`src/rtl/nibble_pkg.sv`:
```
// Shared types and constants for the nibble adder / accumulator pair.
package nibble_pkg;

  typedef enum logic [1:0] {
    IDLE  = 2'd0,
    ACCUM = 2'd1,
    DONE  = 2'd2
  } state_t;

  localparam int Q_W           = 5;
  localparam int N_SAMPLES_DEF = 4;

endpackage

```
`src/rtl/nibble_acc_add.sv`:
```
// Accumulator adder: carry detection plus wrap or saturate result selection.
// Saturation is selected by defining NIBBLE_ACC_SAT_EN.
module nibble_acc_add
  import nibble_pkg::*;
#(
  parameter int ACC_W = 8
) (
  input  logic [ACC_W-1:0] acc,
  input  logic [Q_W-1:0]   q,
  output logic [ACC_W-1:0] sum,
  output logic             carry
);

  logic [ACC_W:0] wide;

  always_comb begin
    wide  = {1'b0, acc} + {{(ACC_W + 1 - Q_W){1'b0}}, q};
    carry = wide[ACC_W];
`ifdef NIBBLE_ACC_SAT_EN
    // Once saturated, any further non-zero add carries again and stays at all ones.
    sum = carry ? {ACC_W{1'b1}} : wide[ACC_W-1:0];
`else
    sum = wide[ACC_W-1:0];
`endif
  end

endmodule

```
`src/rtl/nibble_acc.sv`:
```
// Burst accumulator for nibble adder sums with lane counting and sticky overflow.
// Optional saturating arithmetic via NIBBLE_ACC_SAT_EN (see nibble_acc_add).
module nibble_acc
  import nibble_pkg::*;
#(
  parameter int N_SAMPLES = N_SAMPLES_DEF,
  parameter int ACC_W     = 8,
  parameter int CNT_W     = 3
) (
  input  logic             clk,
  input  logic             rst_n,
  input  logic             start,
  input  logic [Q_W-1:0]   q_in,
  input  logic             ctrl_in,
  input  logic             in_valid,
  output logic             in_ready,
  output logic [ACC_W-1:0] sum_out,
  output logic [CNT_W-1:0] hi_cnt,
  output logic             overflow,
  output logic             out_valid,
  input  logic             out_ready,
  output logic             busy
);

  state_t           state_reg;
  logic [ACC_W-1:0] sum_reg;
  logic [CNT_W-1:0] hi_reg;
  logic [CNT_W-1:0] cnt_reg;
  logic             ovf_reg;

  logic [ACC_W-1:0] add_sum;
  logic             add_carry;

  nibble_acc_add #(.ACC_W(ACC_W)) u_add (
    .acc   (sum_reg),
    .q     (q_in),
    .sum   (add_sum),
    .carry (add_carry)
  );

  always_ff @(posedge clk or negedge rst_n) begin
    if (!rst_n) begin
      state_reg <= IDLE;
      sum_reg   <= '0;
      hi_reg    <= '0;
      cnt_reg   <= '0;
      ovf_reg   <= 1'b0;
    end else begin
      case (state_reg)
        IDLE: begin
          if (start) begin
            state_reg <= ACCUM;
            sum_reg   <= '0;
            hi_reg    <= '0;
            cnt_reg   <= '0;
            ovf_reg   <= 1'b0;
          end
        end
        ACCUM: begin
          if (in_valid) begin
            sum_reg <= add_sum;
            cnt_reg <= cnt_reg + CNT_W'(1);
            if (add_carry) ovf_reg <= 1'b1;
            if (ctrl_in)   hi_reg  <= hi_reg + CNT_W'(1);
            if (cnt_reg == CNT_W'(N_SAMPLES - 1)) state_reg <= DONE;
          end
        end
        DONE: begin
          // Result registers are left untouched so the total stays readable until the next start.
          if (out_ready) state_reg <= IDLE;
        end
        default: state_reg <= IDLE;
      endcase
    end
  end

  assign in_ready  = (state_reg == ACCUM);
  assign out_valid = (state_reg == DONE);
  assign busy      = (state_reg == ACCUM) || (state_reg == DONE);
  assign sum_out   = sum_reg;
  assign hi_cnt    = hi_reg;
  assign overflow  = ovf_reg;

endmodule
```
`config.mk`:
```
export PLATFORM = sky130hd
export DESIGN_NAME = nibble_acc
export DESIGN_NICKNAME = d
export VERILOG_FILES = /design/src/rtl/nibble_pkg.sv /design/src/rtl/nibble_acc_add.sv /design/src/rtl/nibble_acc.sv
export SDC_FILE = /design/constraint.sdc
export NUM_CORES = 1
export LEC_CHECK = 0
export ABC_AREA = 1
export CAP_MARGIN = 20
export CORE_MARGIN = 10
export CORE_UTILIZATION = 40
export CTS_CLUSTER_DIAMETER = 150
export DETAILED_ROUTE_END_ITERATION = 16
export GPL_TIMING_DRIVEN = 1
export PLACE_DENSITY = 0.72
export RECOVER_POWER = 100
export REMOVE_ABC_BUFFERS = 1
export SETUP_SLACK_MARGIN = 0.15
export SLEW_MARGIN = 10
export SYNTH_ARGS = -nofsm -noshare
export SYNTH_HDL_FRONTEND = slang
export SYNTH_SLANG_ARGS = --single-unit
```
`constraint.sdc`:
```
create_clock -name clk -period 3.7 [get_ports clk]
set_input_delay 0.37 -clock clk [delete_from_list [all_inputs] [get_ports clk]]
set_output_delay 0.37 -clock clk [all_outputs]
set_load 0.01 [all_outputs]
```
Word-level counts from Yosys, hierarchy flattened --
Index checks and enable logic that the tools add are counted.
Word-level totals: flip-flop bits (word level) 17, input port bits 11, output and inout port bits 15, word-level logic and storage cells 42
Cells by class: add/subtract/negate cells 3, equality and inequality tests 9, multiplexer cells 18, reductions and logical operators 7
Operator list (number):
- 8-bit two-way mux | 2
- 8-bit one-hot mux with 2 select lines | 1
- 3-bit two-way mux | 4
- 3-bit one-hot mux with 2 select lines | 2
- 4-bit AND reduction | 3
- 8-bit by 5-bit adder with 9-bit output | 1
- 2-bit two-way mux | 4
- 3-bit by 1-bit adder with 3-bit output (second input constant) | 2
- 2-bit by 1-bit != test with 1-bit output (second input constant) | 3
- 2-bit != test (second input constant) | 3
- 2-bit one-hot mux with 3 select lines | 1
- 3-bit by 2-bit == test with 1-bit output (second input constant) | 1
- 1-bit two-way mux | 3
- 3-bit AND reduction | 1
- 2-bit by 1-bit == test with 1-bit output (second input constant) | 1
- 2-bit == test (second input constant) | 1
- 2-bit zero test | 1
- 1-bit one-hot mux with 2 select lines | 1
- 2-bit nonzero test | 1
- 1-bit logical OR | 1

Depth between registers and ports, before layout --
depth in word-level cells 4, gate-level depth with buffers 9, depth with buffers taken out 9

Cells and area by module --
A second synthesis with hierarchy kept.
Second synthesis, totals: cells, all modules 170, area, all modules 1222.4 um^2
Modules (own cells, without submodules):
- nibble_acc | times used 1, cells an instance 117, area each 928.4 um^2, seq. area each 425.4 um^2
- nibble_acc_add | times used 1, cells an instance 53, area each 294.0 um^2, seq. area each 0.0 um^2

Worst setup path after synthesis --
No wires, ideal clock.
kind flip-flop to flip-flop, start register sum_reg[0], in the netlist sum_out[0], end register sum_reg[6], in the netlist sum_out[6], setup time 118 ps, data arrival time 1454 ps, data required time 3582 ps, slack 2128 ps, stages on the path, launching flop included 9, clock period less this slack 1572 ps, cell sequence dfrtp_1 > ha_1 > fa_1 > nand3_1 > nand2_1 > nand2_1 > nand2_1 > a21oi_1 > nor2_1
Between the ends: longest elaborated chain between the ends 3
Ends and longest elaborated chain:
- from (decl) | line nibble_acc.sv:26 | logic [ACC_W-1:0] sum_reg;
- from (signal assigned) | line nibble_acc.sv:61 | sum_reg <= add_sum;
- 8-bit by 5-bit adder with 9-bit output | line nibble_acc_add.sv:17 | wide = {1'b0, acc} + {{(ACC_W + 1 - Q_W){1'b0}}, q};
- 8-bit two-way mux | line nibble_acc.sv:60 | if (in_valid) begin
- 8-bit one-hot mux with 2 select lines | line nibble_acc.sv:49 | case (state_reg)
No other way between the ends. The select of a mux whose other input is x is not followed. A chain may end at the register's enable or synchronous reset.

Worst setup path in the final report --
start register state_reg[1], end output port in_ready
Between the ends: longest elaborated chain between the ends 1
Ends and longest elaborated chain:
- from (decl) | line nibble_acc.sv:25 | state_t state_reg;
- from (signal assigned) | line nibble_acc.sv:43 | state_reg <= IDLE;
- from (signal assigned) | line nibble_acc.sv:52 | state_reg <= ACCUM;
- from (signal assigned) | line nibble_acc.sv:65 | if (cnt_reg == CNT_W'(N_SAMPLES - 1)) state_reg <= DONE;
- 2-bit by 1-bit == test with 1-bit output | line nibble_acc.sv:77 | assign in_ready = (state_reg == ACCUM);
- to (decl) | line nibble_acc.sv:16 | output logic in_ready,
No other way between the ends.

==> results_dict.tcl <==
set metrics [dict create \
    finalNetCount 179 \
    crit_path_cell_trace "inv_1, ha_1, dlygate4sd3_1" \
    crit_buf_inv 2 \
    core_area_sq_um 2480 \
    slowest_stage "dlygate4sd3_1" \
    place.gp.congestion 0.746 \
    cts-htree-levels 1 \
    yosys.area_share.xor_xnor 0.00850 \
    synth_top_area_cell "dfrtp_1" \
    worst_slew_pin_slew_ns 0.768 \
    worstReg2RegEnd "hi_cnt[0]" \
    ys_ff_latch 17 \
    die_area_sq_um 5010 \
    slew_headroom 0.486 \
    ys_seq_area_frac 0.413 \
    status "finished, final reports clean" \
    gr-total-overflow 0 \
    max_cap_violations 0 \
    synthDominantCellAreaShare 0.413 \
    leakage_nw 0.721 \
    diodes 0 \
    grt_max_degree 18 \
    fp.dieW_um 70.8 \
    die_h_um 70.8 \
    synthFlopType "dfrtp_1" \
    crit_family "buffers and inverters" \
    dp_cells 180 \
    finalSetupTns_ns 0 \
    yosys_warnings 0 \
    min-delay-start "cnt_reg[0]" \
    worstHoldPathType "reg -> reg" \
    setup_ws_ns 1.66 \
    cts_made_buffers 3 \
    synth.most_common_cell "nand2_1" \
    cts-resized-gates 0 \
    rsz0062_at_grt "no" \
    drtIter0Drc 18 \
    synth-simple-area-share 0.222 \
    ir_worst_vdd_mv 0.391 \
    synth_area_leaders "dfrtp_1 41%, ha_1 15%, nand2_1 11%" \
    grt_use_total 0.0973 \
    layout-drive-gt1-share 0.0195 \
    initial_core_util 0.416 \
    max_stage_delay_ns 0.64 \
    post_cts_buffers 0 \
    largest_reg_flops 8 \
    cts_tree "built" \
    reg2reg_depth 8 \
    pin_count 26 \
    drv_slew 0 \
    avgSynthCellArea_sq_um 8.25 \
    synthArstFlopShare 1.00 \
    synth_compound_area_frac 0.119 \
    clock_latency_ns 0.28 \
    holdPathEnd "cnt_reg[0]" \
    place_ws_ns 1.64 \
    start_kind "register" \
    fin_crit_sh 0.551 \
    worstHoldPathCells 1 \
    powerDensity_nw_per_um2 744 \
    synth_mux_area_frac 0 \
    worstReg2RegStart "state_reg[1]" \
    grt_pass1_vias 924 \
    crit_arrival_ns 1.67 \
    cts.sinks 17 \
    via_per_inst 4.90 \
    final_core_utilization 0.538 \
    required_ns 3.33 \
    post-route-min-period_ns 2.04 \
    fmax_mhz 490 \
    cts_buffer_depth 2 \
    drc 0 \
    synth_edf_count 0 \
    final_hold_viol_count 0 \
    final_antenna_net_count 0 \
    grt_pass1_wl_mm 4.15 \
    synthDistinctLibCells 18 \
    wl_mm 2.37 \
    dr.pass1.iters 4 \
    numPortBuffers 25 \
    finalSetupViolCount 0 \
    reg2reg_slack_ns 1.71 \
    rows 18 \
    critPathCaptureType "primary output" \
    antenna_found_initial 0 \
    clockRootBuffer "clkbuf_4" \
    yosys-top-cells-count "30 x nand2_1, 20 x inv_1, 17 x dfrtp_1" \
    synthAdderAreaFrac 0.165 \
    syn-cell-area_sq_um 1030 \
    synthCells 125 \
    place_hpwl_mm 1.95 \
    worst_clock_skew_ns 0.00477 \
    cts.hold.buffers_added 0 \
    synth_top_family_by_area "simple AND/OR/NAND/NOR gates" \
    power_w 0.000991 \
    area_growth_pct 29.2 \
    clkTransAtPathRegs_ns 0.09 \
    crit_type "reg -> out" \
    crit_fanout 5 \
    via_count 902 \
    stdcell_count 184 \
    wl_per_cell_um 12.9 \
]
==> per-stage QoR <==
step	hold slack, ns	area [sq um]
after floorplan	0.0744	1030
after global placement	0.490	1320
after detailed placement	0.504	1320
after CTS	0.517	1350
after global routing	0.561	1330
final	0.518	1330
==> final cells by class <==
cell class	count	area [sq um]
Multi-Input combinational cell	88	518
Timing Repair Buffer	25	250
Fill cell	242	1140
Inverter	20	75.1
Clock buffer	4	26.3
Sequential cell	17	425
Tap cell	30	37.5
==> worst max-delay path by stage <==
stage / start / endpoint / slack [ns] / depth (start not counted)
2_1_floorplan: sum_out[0] / sum_out[6] / 2.13 / 8
3_3_place_gp: q_in[0] / sum_out[6] / 1.71 / 9
3_5_place_dp: q_in[0] / sum_out[6] / 1.64 / 9
4_1_cts: state_reg[1] / in_ready / 1.70 / 3
5_1_grt: state_reg[1] / hi_cnt[0] / 1.48 / 8
6_report: state_reg[1] / in_ready / 1.66 / 3
==> layout by cell type (no fill, tap or decap) <==
cell              n
o22ai_1           1
o21ai_0           6
inv_1            20
clkbuf_1          1
a21boi_0          1
o211ai_1          1
xnor2_1           1
ha_1             12
nand2_1          32
nand3_1          10
a22o_1            3
dfrtp_1          17
fa_1              1
nand4_1           2
clkbuf_4          3
nor2_1            9
a21oi_1           9
clkdlybuf4s50_1   9
dlygate4sd3_1    16
==> worst reg2reg max path: cells and delay by family (launching register included) <==
kind,cells,cell delay [ns]
simple gates,4,0.94
buf+inv,1,0.08
compound gates,2,0.24
flops,1,0.38
fa+ha+maj,1,0.24
==> report_power, final <==
group	switching (W)	internal (W)
logic	0.000342	0.000245
registers	0.0000538	0.000255
clock network	0.0000539	0.0000419
==> per-layer routing <==
layer  wire length [um]  global-route usage  part of all wire  vias up
li1                   -                   -                 -      463
met1               1040               0.111              0.44      423
met2               1200               0.163              0.51       16
met3                137              0.0446             0.058        0
met4                  0              0.0194                 0        0
met5                  0                   0                 0        -
==> cell families after synthesis <==
kind of cell | after synthesis
flip-flops | 17
AND/OR/NAND/NOR | 53
buffers and inverters | 20
adder cells (fa/ha/maj) | 13
AO/OA/AOI/OAI | 21
XOR/XNOR | 1
(Power assumes the default switching activity.)
